## src/rtl/tick_generator.sv

```systemverilog
// rtl/tick_generator.sv - calibratable tick / blink / tick-count timebase
//
// Purpose:
//   Divides i_clk into a single-cycle tick every `per` enabled cycles, a
//   registered half-period square wave, and a wrapping tick count with a
//   carry pulse. The active period register `per` reloads only at reset,
//   on a synchronous clear and at the end of a period. Mid-period changes
//   to i_fast / i_trim therefore never distort the period in flight.
//
// Build option:
//   TICK_GEN_TRIM_EN - when defined, adds the signed i_trim port and makes
//                      the normal period DIV+i_trim (clamped to >= 2).
//                      When undefined the normal period is fixed at DIV.
//
// Ports:
//   i_clk    in   1              system clock (only clock)
//   i_rst_n  in   1              asynchronous active-low reset
//   i_en     in   1              count enable, low = pause (state holds)
//   i_clr    in   1              synchronous phase clear, beats i_en
//   i_fast   in   1              select set-mode period DIV/FAST_DIV
//   i_trim   in   TRIM_W         signed period correction (trim build only)
//   o_tick   out  1              one-cycle pulse per period
//   o_half   out  1              high for the first floor(per/2) cycles
//   o_count  out  $clog2(WRAP)   tick count modulo WRAP
//   o_wrap   out  1              pulse with the tick that wraps o_count
module tick_generator #(
  parameter int CLK_HZ   = 50_000_000,
  parameter int TICK_HZ  = 1,
  parameter int FAST_DIV = 16,
  parameter int WRAP     = 60,
  parameter int TRIM_W   = 8
) (
  input  logic                      i_clk,
  input  logic                      i_rst_n,
  input  logic                      i_en,
  input  logic                      i_clr,
  input  logic                      i_fast,
`ifdef TICK_GEN_TRIM_EN
  input  logic signed [TRIM_W-1:0]  i_trim,
`endif
  output logic                      o_tick,
  output logic                      o_half,
  output logic [$clog2(WRAP)-1:0]   o_count,
  output logic                      o_wrap
);

  // Nominal and set-mode periods in clock cycles.
  localparam int DIV  = CLK_HZ / TICK_HZ;
  localparam int FDIV = DIV / FAST_DIV;

`ifdef TICK_GEN_TRIM_EN
  localparam bit TRIM_EN = 1'b1;
`else
  localparam bit TRIM_EN = 1'b0;
`endif

  // Largest period the counter must hold: a positive trim can stretch the
  // period by up to 2^(TRIM_W-1)-1 cycles; without trim only DIV is needed.
  localparam int TRIM_HEADROOM = TRIM_EN ? (2 ** (TRIM_W - 1)) : 0;
  localparam int PER_MAX       = DIV + TRIM_HEADROOM;
  localparam int CNT_W         = $clog2(PER_MAX + 1);
  localparam int COUNT_W       = $clog2(WRAP);

  // ---------------------------------------------------------------------
  // State
  // ---------------------------------------------------------------------
  logic [CNT_W-1:0]   r_cnt;     // phase within the current period
  logic [CNT_W-1:0]   r_per;     // period in effect for this period
  logic [COUNT_W-1:0] r_count;   // ticks modulo WRAP
  logic               r_tick;
  logic               r_wrap;
  logic               r_half;

  // ---------------------------------------------------------------------
  // Period selection (sampled only when r_per reloads)
  // ---------------------------------------------------------------------
  logic [CNT_W-1:0]   w_sel_per;
  logic [CNT_W-1:0]   w_norm_per;

`ifdef TICK_GEN_TRIM_EN
  // Two extra bits keep the signed sum free of overflow for any trim
  // value, so the clamp below sees the true arithmetic result.
  localparam int SUM_W = CNT_W + 2;
  logic signed [SUM_W-1:0] w_trim_sum;

  assign w_trim_sum = $signed(SUM_W'(DIV)) + SUM_W'(i_trim);
  assign w_norm_per = (w_trim_sum < $signed(SUM_W'(2))) ? CNT_W'(2)
                                                         : w_trim_sum[CNT_W-1:0];
`else
  assign w_norm_per = CNT_W'(DIV);
`endif

  // Set-mode rate ignores trim entirely.
  assign w_sel_per = i_fast ? CNT_W'(FDIV) : w_norm_per;

  // ---------------------------------------------------------------------
  // Next-state logic: clear beats enable beats hold
  // ---------------------------------------------------------------------
  logic               w_at_tc;
  logic [CNT_W-1:0]   w_cnt_nxt;
  logic [CNT_W-1:0]   w_per_nxt;
  logic [COUNT_W-1:0] w_count_nxt;
  logic               w_tick_nxt;
  logic               w_wrap_nxt;
  logic               w_half_nxt;

  // Terminal count is per-1; comparing cnt+1 against per avoids a
  // separate subtractor and gives an exact per-cycle period.
  assign w_at_tc = ((r_cnt + CNT_W'(1)) == r_per);

  always_comb begin
    w_cnt_nxt   = r_cnt;
    w_per_nxt   = r_per;
    w_count_nxt = r_count;
    w_tick_nxt  = 1'b0;
    w_wrap_nxt  = 1'b0;
    if (i_clr) begin
      // Clear wins even over a coinciding period end: no tick, no wrap.
      w_cnt_nxt   = '0;
      w_per_nxt   = w_sel_per;
      w_count_nxt = '0;
    end else if (i_en) begin
      if (w_at_tc) begin
        w_cnt_nxt  = '0;
        w_per_nxt  = w_sel_per;
        w_tick_nxt = 1'b1;
        if (r_count == COUNT_W'(WRAP - 1)) begin
          w_count_nxt = '0;
          w_wrap_nxt  = 1'b1;
        end else begin
          w_count_nxt = r_count + COUNT_W'(1);
        end
      end else begin
        w_cnt_nxt = r_cnt + CNT_W'(1);
      end
    end
  end

  // Uses the period in effect after this edge so the first cycle of a
  // freshly loaded period already reflects the new half length. While
  // paused cnt and per hold, so this reproduces the held value.
  assign w_half_nxt = (w_cnt_nxt < (w_per_nxt >> 1));

  // ---------------------------------------------------------------------
  // Registers
  // ---------------------------------------------------------------------
  always_ff @(posedge i_clk or negedge i_rst_n) begin
    if (!i_rst_n) begin
      r_cnt   <= '0;
      r_per   <= CNT_W'(DIV);
      r_count <= '0;
      r_tick  <= 1'b0;
      r_wrap  <= 1'b0;
      r_half  <= 1'b1;
    end else begin
      r_cnt   <= w_cnt_nxt;
      r_per   <= w_per_nxt;
      r_count <= w_count_nxt;
      r_tick  <= w_tick_nxt;
      r_wrap  <= w_wrap_nxt;
      r_half  <= w_half_nxt;
    end
  end

  assign o_tick  = r_tick;
  assign o_wrap  = r_wrap;
  assign o_half  = r_half;
  assign o_count = r_count;

endmodule

```

## config.mk

```make
export PLATFORM = sky130hd
export DESIGN_NAME = tick_generator
export DESIGN_NICKNAME = d
export VERILOG_FILES = /design/src/rtl/tick_generator.sv
export SDC_FILE = /design/constraint.sdc
export NUM_CORES = 1
export LEC_CHECK = 0
export ABC_AREA = 0
export CAP_MARGIN = 15
export CORE_MARGIN = 8
export CORE_UTILIZATION = 60
export DETAILED_ROUTE_END_ITERATION = 10
export DONT_BUFFER_PORTS = 1
export PLACE_DENSITY = 0.8
export RECOVER_POWER = 50
export SYNTH_ARGS = -nofsm -noshare
export SYNTH_HDL_FRONTEND = slang
export SYNTH_SLANG_ARGS = --single-unit
```

## constraint.sdc

```tcl
create_clock -name i_clk -period 6.1 [get_ports i_clk]
set_clock_uncertainty 0.1 [all_clocks]
set_input_delay 0.305 -clock i_clk [delete_from_list [all_inputs] [get_ports i_clk]]
set_output_delay 0.305 -clock i_clk [all_outputs]
set_load 0.1 [all_outputs]
```

==> implementation parameters <==
Parameter                              Value

Worst setup path
  Kind of start point of the critical path    flip-flop
  Arrival time of data at the critical path endpoint    5.31 ns
  Slowest library cell on the worst path    sky130_fd_sc_hd__dfrtp_1
  Worst-path maximum fanout    54
  Worst setup slack for register-to-register paths    0.97 ns
  Type of destination of the critical path    flip-flop
  Worst stage delay on the critical path    0.60 ns
  Setup Crit Path Kind    flip-flop to flip-flop
  Cell with the most instances on the worst path    sky130_fd_sc_hd__a21o_1
  CP cell instances    nand4_1 > nor3_2 > and3_1 > o2111ai_1 > or4_4 > o31ai_4 > buf_4 > nor2_1 > ha_1 > a21o_1 > a21o_1 > a21oi_1 > o21ai_0 > a221oi_1 > o211a_1 > o21a_1
  Required time at the endpoint of the critical path    6.29 ns

Clock tree
  TritonCTS sink count    60
  Cells resized by post-CTS repair    0
  H-tree Lvls    3
  Clk_lat worst skew    between 0.3 and 0.4 ns
  Clock Pin Slew Worst Setup and Hold Paths    0.08 ns
  Clock tree from TritonCTS    yes
  Number of buffers on the longest clock path    2
  Root Driver    sky130_fd_sc_hd__clkbuf_8
  Number of clock buffers inserted by TritonCTS    9

Yosys
  Synthesis Warnings    0
  Cell type contributing the most total cell area after synthesis    sky130_fd_sc_hd__dfrtp_1
  Post-Syn Area per Cell    8.83 sq um
  Share of async-settable or async-resettable flops after synthesis    between 90% and 100%
  Post-synth cell types    59
  Share of synthesized area occupied by flip-flops and latches    36.2%
  Number of enable flip-flop cells after synthesis    0
  Top post-synthesis cells by area    sky130_fd_sc_hd__dfrtp_1, sky130_fd_sc_hd__dfstp_2, sky130_fd_sc_hd__ha_1
  Mapped Cells    475
  Nets in the synthesized netlist    between 500 and 600
  Seq cells post-synth    60
  Dominant synthesized flop cell    sky130_fd_sc_hd__dfrtp_1
  Area share of the leading cell type in the synthesized netlist    28.0%
  Netlist area before placement    0.00419 sq mm

Detailed routing
  First-pass detailed-route iteration total    5
  DRC violations left    0
  Highest Signal Layer    met5
  Met2 wire length    4.81 mm
  Routed length on met1    4.42 mm
  Total Routed Length    just over 10 mm
  Wire per inst    17.9 microns
  Met3 routed WL    699 microns
  Via count normalized by instance count    6.28
  Antenna Nets Post-Route    0
  Number of design-rule violations left by the first detailed-router iteration    328
  Total via count after detailed routing    between 3000 and 4000

Pwr
  Total power divided by cell area    210 mW/mm^2
  Maximum vdd ir drop    between 0.15 and 0.2 mV
  Leakage component of the power    approximately 1.9 nW
  Power consumption    0.946 mW

Timing
  Slew margin rel.    -111%
  Achievable Freq    0.195 GHz
  Number of max-slew violations in the final report    61
  Accumulated negative setup slack    0 ns
  Period Utilization, post-route    about 84%
  Setup repair after global routing missed its margin    no
  Number of hold violations in the final report    0
  Final min period    between 5 and 6 ns
  Worst Max-Slew Pin Slew    3.16 ns
  Number of failing setup endpoints in the final timing report    0
  Setup ws final    0.973 ns

Global route
  Global-route wire length before repair    17.2 mm
  Vias in the first global route    between 3000 and 4000
  Largest net degree at the start of global routing    around 60
  Overall routing resource usage    21.7%
  Antenna violations before repair    1
  GR Overflow Total    0

Job
  Number of maximum-capacitance violations    1

Floorplan
  Initial core utilization    between 60% and 70%
  Total number of placement rows    30
  Area of the core region    0.00679 sq mm
  Top-level port count    14
  Total Die Area    0.00992 sq mm
  Horizontal die dimension    between 90 and 100 microns
  Height of the die    99.6 microns

Final layout
  Most common cell after layout, fill and taps aside    sky130_fd_sc_hd__nor2_1
  Area of the multi-input gates    0.00248 sq mm
  Antenna diodes    0
  Final cell area excluding filler cells    ~0.0045 sq mm
  Sequential cell area    0.00152 sq mm
  Leading cell types in the layout, fill and taps excluded    sky130_fd_sc_hd__nor2_1, sky130_fd_sc_hd__dfrtp_1, sky130_fd_sc_hd__xor2_1, sky130_fd_sc_hd__ha_1
  Final-layout fill cell count    551
  Proportion of layout cells with a drive suffix above 1    8.44%
  Fin nets    500
  Area delta synth->final    7.55%

Place
  Cell area after placement    0.00424 sq mm
  I/O Buffers    0
  Routability cong.    0.914
  Placement-stage worst setup slack    1.10 ns
  Placed wire-length estimate    7.22 mm

Status
  Run status    finished with violations
  Violations in the final reports    max-capacitance violations, max-slew violations

Hold path
  Hold/Removal Path Class    input port to flip-flop
where the power goes:
| part | switching [mW] | internal (mW) | leakage [nW] |
|---|---|---|---|
| registers | 0.0131 | 0.411 | 0.778 |
| logic | 0.0448 | 0.0276 | 1.04 |
| clock network | 0.176 | 0.274 | 0.120 |
final timing paths:
kind | from | to | depth (start not counted)
worst max register to register | r_cnt[9]$_DFF_PN0_ | o_half$_DFF_PN1_ | 16
worst min register to register | r_per[12]$_DFF_PN1_ | r_per[12]$_DFF_PN1_ | 2
min in group asynchronous | i_rst_n | o_count[4]$_DFFE_PN0P_ | 2
worst max-delay path | r_cnt[9]$_DFF_PN0_ | o_half$_DFF_PN1_ | 16
worst min-delay path | i_en | r_cnt[0]$_DFF_PN0_ | 2
max in group asynchronous | i_rst_n | r_cnt[18]$_DFF_PN0_ | 2
cell usage after synthesis (10+ instances only):
master	instances
sky130_fd_sc_hd__nor2_1	51
sky130_fd_sc_hd__dfrtp_1	47
sky130_fd_sc_hd__ha_1	26
sky130_fd_sc_hd__xor2_1	26
sky130_fd_sc_hd__inv_1	25
sky130_fd_sc_hd__nand2_1	25
sky130_fd_sc_hd__xnor2_1	22
sky130_fd_sc_hd__nand3_1	21
sky130_fd_sc_hd__nand4_1	18
sky130_fd_sc_hd__o21ai_1	18
sky130_fd_sc_hd__dfstp_2	13
sky130_fd_sc_hd__a21o_1	12
sky130_fd_sc_hd__a21oi_1	12
sky130_fd_sc_hd__and3_1	12
sky130_fd_sc_hd__clkbuf_1	12
sky130_fd_sc_hd__nor4_1	10
timing repair:
item,4_1_cts,5_1_grt
setup buffers,0,0
hold buffers,3,0
endpoints found under the setup margin,0,0
endpoints found under the hold margin,65,0
critical path, delay by kind of cell, from the launching register on:
kind,cells,cell delay [ns]
simple gates,5,1.73
buf+inv,1,0.49
compound gates,9,1.76
flops,1,0.60
fa+ha+maj,1,0.35
kinds of logic (layout without fill, tap and decap cells):
group / Yosys count / count (layout) / synth area share (%)
buffers and inverters: 50 / 49 / 4.74
muxes: 4 / 4 / 0.984
xor gates and xnor gates: 48 / 48 / 10.0
DFF: 60 / 60 / 36.2
adders and majority gates: 26 / 26 / 7.76
and+or+nand+nor: 186 / 186 / 24.0
AOI/OAI and AO/OA: 101 / 101 / 16.3
sequential cells by signal, summed over array words and instances, names as in the netlist:
name     count
o_tick       1
r_cnt       26
r_per       25
o_count      6
o_wrap       1
o_half       1
cell type report:
cell class / instances / share of cell area (%)
clock buffer: 9 / 2.75
sequential: 60 / 33.6
multi-input combinational: 365 / 54.9
timing repair buffer: 6 / 1.03
inverter: 27 / 2.25
clock inverter: 7 / 2.75
tap: 96 / 2.66
through the flow:
stage               instances  util [%]  hold slack, ns
floorplan                 475         -         -0.0906
global placement          551      62.4         -0.0873
detailed placement        551      62.4         -0.0876
CTS                       570      66.7          0.0162
global route              570      66.4          0.0448
finish                    570      66.4          0.0233
layer usage:
layer / vias to the layer above / track usage [%]
li1: 1722 / -
met1: 1709 / 27.9
met5: - / 0
met3: 23 / 4.54
met2: 124 / 34.8
met4: 2 / 8.73
No activity file was read; power rests on OpenSTA's default activity.
